`config.mk`:
```
export PLATFORM = sky130hd
export DESIGN_NAME = pc_ras_unit_flat
export DESIGN_NICKNAME = d
export VERILOG_FILES = /design/src/rtl/pc_ras_unit_if.sv /design/src/rtl/pc_ras_unit.sv /design/src/flat_wrapper.sv
export SDC_FILE = /design/constraint.sdc
export NUM_CORES = 1
export LEC_CHECK = 0
export CAP_MARGIN = 10
export CORE_MARGIN = 4
export CORE_UTILIZATION = 39
export CTS_BUF_LIST = sky130_fd_sc_hd__clkbuf_2 sky130_fd_sc_hd__clkbuf_4 sky130_fd_sc_hd__clkbuf_8
export CTS_CLUSTER_DIAMETER = 40
export DETAILED_ROUTE_END_ITERATION = 7
export PLACE_DENSITY = 0.86
export SLEW_MARGIN = 10
export SYNTH_ARGS = -nofsm -noshare
export SYNTH_HDL_FRONTEND = slang
export SYNTH_SLANG_ARGS = --single-unit
```
`constraint.sdc`:
```
create_clock -name clk -period 2.3 [get_ports clk]
set_input_delay 0.46 -clock clk [delete_from_list [all_inputs] [get_ports clk]]
set_output_delay 0.46 -clock clk [all_outputs]
set_load 0.02 [all_outputs]
```
`src/rtl/pc_ras_unit_if.sv`:
```
// Fetch-side bundle of the PC/RAS unit: control, branch and target inputs
// toward the unit (slave), and PC, link and RAS status back to fetch (master).
interface pc_ras_unit_if #(
  parameter int XLEN = 32
);
  logic            stay;
  logic [2:0]      branch_type;
  logic            alu_zero;
  logic            alu_neg;
  logic [XLEN-1:0] pc_with_offset;
  logic [XLEN-1:0] target_pc;
  logic            is_call;
  logic            is_ret;
  logic [XLEN-1:0] pc;
  logic [XLEN-1:0] return_pc;
  logic            taken;
  logic [XLEN-1:0] ras_top;
  logic            ras_empty;
  logic            ras_full;
  logic            ras_underflow;

  modport master (
    output stay, branch_type, alu_zero, alu_neg, pc_with_offset, target_pc,
           is_call, is_ret,
    input  pc, return_pc, taken, ras_top, ras_empty, ras_full, ras_underflow
  );

  modport slave (
    input  stay, branch_type, alu_zero, alu_neg, pc_with_offset, target_pc,
           is_call, is_ret,
    output pc, return_pc, taken, ras_top, ras_empty, ras_full, ras_underflow
  );
endinterface

```
`src/rtl/pc_ras_unit.sv`:
```
// Fetch-stage PC register with next-PC select and a circular return-address
// stack; the RAS is built only when PCCALC_RAS_EN is defined.
module pc_ras_unit #(
  parameter int              XLEN      = 32,
  parameter int              RAS_DEPTH = 4,
  parameter logic [XLEN-1:0] RESET_PC  = '0
) (
  input  logic         clk,
  input  logic         rst,
  pc_ras_unit_if.slave bus
);
  localparam logic [2:0] JMP_JAL  = 3'd1;
  localparam logic [2:0] JMP_JALR = 3'd2;
  localparam logic [2:0] JMP_BEQ  = 3'd3;
  localparam logic [2:0] JMP_BNE  = 3'd4;
  localparam logic [2:0] JMP_BLT  = 3'd5;
  localparam logic [2:0] JMP_BGT  = 3'd6;

  logic [XLEN-1:0] pc_q;
  logic [XLEN-1:0] pc_plus4;
  logic [XLEN-1:0] next_pc;
  logic            is_jal;
  logic            is_jalr;
  logic            taken;

  assign is_jal   = (bus.branch_type == JMP_JAL);
  assign is_jalr  = (bus.branch_type == JMP_JALR);
  assign pc_plus4 = pc_q + XLEN'(4);

  always_comb begin
    taken = 1'b0;
    case (bus.branch_type)
      JMP_JAL, JMP_JALR: taken = 1'b1;
      JMP_BEQ:           taken = bus.alu_zero;
      JMP_BNE:           taken = !bus.alu_zero;
      JMP_BLT:           taken = bus.alu_neg;
      JMP_BGT:           taken = !bus.alu_neg;
      default:           taken = 1'b0;
    endcase
  end

  // stay outranks every redirect; a stalled branch is dropped, not queued
  always_comb begin
    next_pc = pc_plus4;
    if (bus.stay)              next_pc = pc_q;
    else if (taken && is_jalr) next_pc = {bus.target_pc[XLEN-1:1], 1'b0};
    else if (taken)            next_pc = bus.pc_with_offset;
  end

  always_ff @(posedge clk or posedge rst) begin
    if (rst) pc_q <= RESET_PC;
    else     pc_q <= next_pc;
  end

  assign bus.pc        = pc_q;
  assign bus.return_pc = pc_plus4;
  assign bus.taken     = taken;

`ifdef PCCALC_RAS_EN
  localparam int PW = $clog2(RAS_DEPTH);
  localparam logic [PW:0] DEPTH_C = (PW+1)'(RAS_DEPTH);

  logic [XLEN-1:0] ras_mem [RAS_DEPTH];
  logic [PW-1:0]   tp;
  logic [PW:0]     cnt;
  logic            underflow_q;
  logic            push;
  logic            pop;
  logic [PW-1:0]   wr_idx;

  assign push   = !bus.stay && (is_jal || is_jalr) && bus.is_call;
  assign pop    = !bus.stay && is_jalr && bus.is_ret;
  // a coroutine swap overwrites the current top instead of advancing
  assign wr_idx = pop ? tp : tp + PW'(1);

  // Entries are not reset; cnt alone decides what is readable.
  always_ff @(posedge clk) begin
    if (!rst && push) ras_mem[wr_idx] <= pc_plus4;
  end

  always_ff @(posedge clk or posedge rst) begin
    if (rst) begin
      tp          <= '0;
      cnt         <= '0;
      underflow_q <= 1'b0;
    end else begin
      underflow_q <= 1'b0;
      if (push && !pop) begin
        tp <= tp + PW'(1);
        if (cnt != DEPTH_C) cnt <= cnt + (PW+1)'(1);
      end else if (pop && !push) begin
        if (cnt != '0) begin
          tp  <= tp - PW'(1);
          cnt <= cnt - (PW+1)'(1);
        end else begin
          underflow_q <= 1'b1;
        end
      end else if (push && pop && cnt == '0) begin
        cnt <= (PW+1)'(1);
      end
    end
  end

  assign bus.ras_top       = (cnt != '0) ? ras_mem[tp] : '0;
  assign bus.ras_empty     = (cnt == '0);
  assign bus.ras_full      = (cnt == DEPTH_C);
  assign bus.ras_underflow = underflow_q;
`else
  logic unused_ras_inputs;
  assign unused_ras_inputs = ^{bus.is_call, bus.is_ret};

  assign bus.ras_top       = '0;
  assign bus.ras_empty     = 1'b1;
  assign bus.ras_full      = 1'b0;
  assign bus.ras_underflow = 1'b0;
`endif
endmodule

```
`src/flat_wrapper.sv`:
```
// flat-port wrapper written by rule: the top's interface ports become plain ports
module pc_ras_unit_flat 
#(
  parameter int              XLEN      = 32,
  parameter int              RAS_DEPTH = 4,
  parameter logic [XLEN-1:0] RESET_PC  = '0
)
  (clk, rst, bus_stay, bus_branch_type, bus_alu_zero, bus_alu_neg, bus_pc_with_offset, bus_target_pc, bus_is_call, bus_is_ret, bus_pc, bus_return_pc, bus_taken, bus_ras_top, bus_ras_empty, bus_ras_full, bus_ras_underflow);
  pc_ras_unit_if #(.XLEN(XLEN)) bus_i ();
  input  logic clk;
  input  logic rst;
  input wire logic [$bits(bus_i.stay)-1:0] bus_stay;
  input wire logic [$bits(bus_i.branch_type)-1:0] bus_branch_type;
  input wire logic [$bits(bus_i.alu_zero)-1:0] bus_alu_zero;
  input wire logic [$bits(bus_i.alu_neg)-1:0] bus_alu_neg;
  input wire logic [$bits(bus_i.pc_with_offset)-1:0] bus_pc_with_offset;
  input wire logic [$bits(bus_i.target_pc)-1:0] bus_target_pc;
  input wire logic [$bits(bus_i.is_call)-1:0] bus_is_call;
  input wire logic [$bits(bus_i.is_ret)-1:0] bus_is_ret;
  output wire logic [$bits(bus_i.pc)-1:0] bus_pc;
  output wire logic [$bits(bus_i.return_pc)-1:0] bus_return_pc;
  output wire logic [$bits(bus_i.taken)-1:0] bus_taken;
  output wire logic [$bits(bus_i.ras_top)-1:0] bus_ras_top;
  output wire logic [$bits(bus_i.ras_empty)-1:0] bus_ras_empty;
  output wire logic [$bits(bus_i.ras_full)-1:0] bus_ras_full;
  output wire logic [$bits(bus_i.ras_underflow)-1:0] bus_ras_underflow;
  assign bus_i.stay = bus_stay;
  assign bus_i.branch_type = bus_branch_type;
  assign bus_i.alu_zero = bus_alu_zero;
  assign bus_i.alu_neg = bus_alu_neg;
  assign bus_i.pc_with_offset = bus_pc_with_offset;
  assign bus_i.target_pc = bus_target_pc;
  assign bus_i.is_call = bus_is_call;
  assign bus_i.is_ret = bus_is_ret;
  assign bus_pc = bus_i.pc;
  assign bus_return_pc = bus_i.return_pc;
  assign bus_taken = bus_i.taken;
  assign bus_ras_top = bus_i.ras_top;
  assign bus_ras_empty = bus_i.ras_empty;
  assign bus_ras_full = bus_i.ras_full;
  assign bus_ras_underflow = bus_i.ras_underflow;
  pc_ras_unit #(.XLEN(XLEN), .RAS_DEPTH(RAS_DEPTH), .RESET_PC(RESET_PC)) u_core (.clk(clk), .rst(rst), .bus(bus_i));
endmodule
```
Yosys cells after proc, flatten, opt, wreduce, memory -nomap -nowiden

Cells that the tools add are included.

Multiplexer cells: 3
$add $sub $neg: 1
Equality and inequality tests: 6
Reductions and logical operators: 4

Operators by type and width:

| operator                                       | number |
|---|---|
| 2-to-1 mux 32 bit                              | 2 |
| adder 32 x 3 -> 32 bit (second input constant) | 1 |
| == test 3 bit (second input constant)          | 3 |
| == test 3 x 2 -> 1 bit (second input constant) | 2 |
| one-hot mux 1 bit (5 select lines)             | 1 |
| == test 3 x 1 -> 1 bit (second input constant) | 1 |
| zero test 1 bit                                | 2 |
| OR reduction 2 bit                             | 1 |
| logical AND 1 bit                              | 1 |

Logic and storage cells: 15
Output and inout port bits: 100
Bits of input ports: 74
Register bits after elaboration: 32

Longest topological paths before layout

Depth in word-level cells: 5
Mapped depth: 8
Mapped depth without buffers: 6

Worst setup path after synthesis

Ideal clock, no wire load.

Path kind: register to output
From: reg u_core.pc_q[2], in the netlist u_core.bus.pc[2]
To: out bus_return_pc[28]
Path buffers: 0
Required time: 1840 ps
Path slack: 62 ps
Cell stages (with the launch flop): 6
Data arrival time: 1778 ps
Cell sequence: dfrtp_1 > ha_1 > nand4_1 > nor4_4 > nand3_1 > xnor2_1

Cells in the longest elaborated chain, start to end: 1

Ends and longest elaborated chain:

| item                   | RTL line           | RTL |
|---|---|---|
| from (decl)            | pc_ras_unit.sv:19  | `logic [XLEN-1:0] pc_q;` |
| from (signal assigned) | pc_ras_unit.sv:52  | `else pc_q <= next_pc;` |
| adder 32 x 3 -> 32 bit | pc_ras_unit.sv:28  | `assign pc_plus4 = pc_q + XLEN'(4);` |
| to (decl)              | flat_wrapper.sv:21 | `output wire logic [$bits(bus_i.return_pc)-1:0] bus_return_pc;` |

Every way passes these cells.

Final worst setup path

From: reg u_core.pc_q[3], in the netlist u_core.bus.pc[3]
To: out bus_return_pc[12]

Same word-level chain as after synthesis.

==> impl_metrics.json <==
{
  "status": "complete, but fails checks",
  "failed_checks": "setup timing",
  "period_needed_ns": 2.33,
  "worst_ep_required_time_ns": 1.84,
  "rsz0062_at_grt": "true",
  "ys_seq_area_share_pct": 27.6,
  "numClockSinks": 32,
  "critical_path_class": "flip-flop to output port",
  "htreeDepth": 2,
  "crit_chain": "ha_2, buf_4, nand4_1, nor3_2, xor2_1, buf_4",
  "design.core.area_um2": 7250,
  "cts_buffers": 5,
  "post-place-ws_ns": -0.327,
  "grt_pass1_wl_um": 17000,
  "synth_edf_count": 0,
  "cts_hold_buf": 0,
  "crit_path_end": "bus_return_pc[12]",
  "die_h_um": 94.2,
  "swShare_pct": 40.0,
  "p_clk_share_pct": 18.5,
  "cell_internal_pwr_uw": 1760,
  "antenna_left": 0,
  "cts_tree": "done",
  "setup.worst_path.start": "u_core.bus.pc[3]$_DFFE_PP0N_",
  "synth_seq_cells": 32,
  "layout-drive-gt1-share_pct": 24.8,
  "diodes": 0,
  "p_seq_share_pct": 25.2,
  "die_w_um": 94.2,
  "syn_to_final_growth_pct": 66.5,
  "tightest_slew_ns": 0.556,
  "dp_cells": 645,
  "path_clk_slew_ns": 0.07,
  "largest_reg_flops": 32,
  "port_buffers": 135,
  "first_iter_violations": 142,
  "grt_util_all_layers_pct": 23.9,
  "start_util_pct": 40.0,
  "post-route-period-util_pct": 101,
  "slew_headroom_pct": 62.9,
  "yosysWarnings": 0,
  "cts_root_buf": "clkbuf_8",
  "setup_slack_ns": -0.0316,
  "first_pass_iters": 4,
  "clock.fmax_mhz": 429,
  "finalNetCount": 631,
  "crit_path_end_kind": "output port",
  "synth_ff_type": "dfrtp_1",
  "cp_slowest_stage_delay_ns": 0.37,
  "drv_cap": 0,
  "slowest_stage": "dfrtp_1",
  "drc_errors": 0,
  "rows": 31,
  "final_cells": 656,
  "grt_start_max_net_pins": 33,
  "hold_violations": 0,
  "grt.overflow.total": 0,
  "p_per_area_nw_per_um2": 609,
  "power.leakage_uw": 0.00211,
  "async_flop_share_pct": 100,
  "reg2regPathDepth": 10,
  "pwr-share-comb_pct": 56.3,
  "ir_worst_vdd_mv": 0.371,
  "fin_util_pct": 66.5,
  "reg2reg_to": "u_core.bus.pc[12]$_DFFE_PP0N_",
  "clk_latency_ns": 0.28,
  "cp-start-kind": "flip-flop",
  "hpwlAfterDp_um": 8370,
  "setup_violations": 1,
  "gp_congestion": 0.872,
  "r2r_setup_slack_ns": 0.33,
  "crit_arrival_ns": 1.87,
  "vias": 3467,
  "viasPerCell": 5.29,
  "synthCells": 362,
  "power.switching_uw": 1170,
  "cp_max_fo": 3,
  "avgSynthCellArea_um2": 8.00,
  "antenna_found_initial": 0,
  "ys_types": 48,
  "routed_wirelength_um": 11100,
  "r2r-start": "u_core.bus.pc[3]$_DFFE_PP0N_",
  "grt_pass1_vias": 3471,
  "cpMostUsedCell": "buf_4",
  "fin_skew_ns": 0.00530,
  "io_pins": 174,
  "syn-cell-area_um2": 2900,
  "hold_path.class": "flip-flop to flip-flop",
  "cts_max_path_buffers": 2,
  "dieArea_um2": 8870,
  "slew_violations": 0,
  "wl_per_cell_um": 16.9
}
cells by family after synthesis:
kind of cell / count (synthesis) / synth area share [%]
xor gates and xnor gates: 28 / 8.46
and+or+nand+nor: 107 / 20.5
muxes: 4 / 1.38
buffers and inverters: 79 / 16.1
adders and majority gates: 1 / 0.432
DFF: 32 / 27.6
other: 2 / 0.259
AOI/OAI and AO/OA: 109 / 25.3
placed cells by master, fill, tap and decap left out, drive strengths merged, types with 8 or more instances in the layout:
master,instances
o22ai,12
dfrtp,32
nor2,20
buf,103
clkdlybuf4s50,105
clkbuf,8
conb,35
and2,13
and3,11
o31a,12
a21oi,27
xnor2,21
nand4,16
nand2,16
o21ai,21
inv,18
nand3,15
a41oi,13
per-layer routing:
| layer | part of all wire [%] | vias to the layer above | global-route usage [%] |
|---|---|---|---|
| met2 | 50 | 164 | 41.9 |
| met4 | 0.50 | 0 | 5.54 |
| met3 | 6.8 | 6 | 3.04 |
| met5 | 0 | - | 0 |
| li1 | - | 1632 | - |
| met1 | 42 | 1665 | 31.1 |
power groups by stage:
| stage | registers [uW] | clock network, uW | logic, uW |
|---|---|---|---|
| 6_report | 742 | 544 | 1650 |
| 5_1_grt | 754 | 577 | 1760 |
| 4_1_cts | 741 | 551 | 1610 |
| 3_5_place_dp | 749 | 0 | 1670 |
| 3_3_place_gp | 746 | 0 | 1650 |
| 2_1_floorplan | 925 | 0 | 677 |
worst min path at each step:
| stage | startpoint | endpoint | slack [ns] | cells after the start |
|---|---|---|---|---|
| after floorplan | rst | u_core.bus.pc[0]$_DFFE_PP0P_ | 0.58 | 1 |
| after global placement | u_core.bus.pc[30]$_DFFE_PP0N_ | u_core.bus.pc[30]$_DFFE_PP0N_ | 0.52 | 2 |
| after detailed placement | u_core.bus.pc[30]$_DFFE_PP0N_ | u_core.bus.pc[30]$_DFFE_PP0N_ | 0.53 | 2 |
| after CTS | u_core.bus.pc[30]$_DFFE_PP0N_ | u_core.bus.pc[30]$_DFFE_PP0N_ | 0.55 | 2 |
| after global routing | u_core.bus.pc[29]$_DFFE_PP0N_ | u_core.bus.pc[29]$_DFFE_PP0N_ | 0.61 | 2 |
| final | u_core.bus.pc[30]$_DFFE_PP0N_ | u_core.bus.pc[30]$_DFFE_PP0N_ | 0.55 | 2 |
through the flow:
stage	hold WS [ns]	setup TNS [ns]	power (uW)	cell area [um2]
final	0.546	-0.0316	2940	4820
after global routing	0.606	-0.977	3090	4820
after CTS	0.551	-0.0316	2900	4750
after detailed placement	0.533	-3.78	2420	4690
after global placement	0.523	-2.53	2390	4690
after floorplan	0.576	0	1600	3020
critical path, delay by kind of cell, from the launching register on:
kind	cells	cell delay (ns)
adders and majority gates	1	0.19
xor gates and xnor gates	1	0.24
buffers and inverters	2	0.32
and+or+nand+nor	2	0.47
DFF	1	0.37
Yosys cell counts (all sizes together), types with 11 or more instances:
master	number	area [um2]
and3	11	70.1
o31a	12	105
inv	18	67.6
a21oi	27	135
xnor2	21	184
nand3	15	75.1
nand4	16	115
and2	13	81.3
dfrtp	32	801
nand2	16	62.6
buf	48	345
a41oi	13	114
o22ai	12	75.1
o21ai	21	109
nor2	20	75.1
clkbuf	12	45.0
final cells by class:
class                   instances  area [um2]
clock buffers                   5        68.8
clock inverters                 3        42.5
fillers                       639        2430
inverters                      18        67.6
multi-input cells             284        1830
flip-flops and latches         32         801
well taps                      99         124
repair buffers                215        1890
what timing repair did:
item                                    in CTS  in global routing
resized for setup                          111                 43
setup buffers                                1                  2
pin swaps                                    3                 16
endpoints found under the hold margin        0                  0
endpoints found under the setup margin      29                 26
Note: power is estimated with default switching activity, not from simulation.
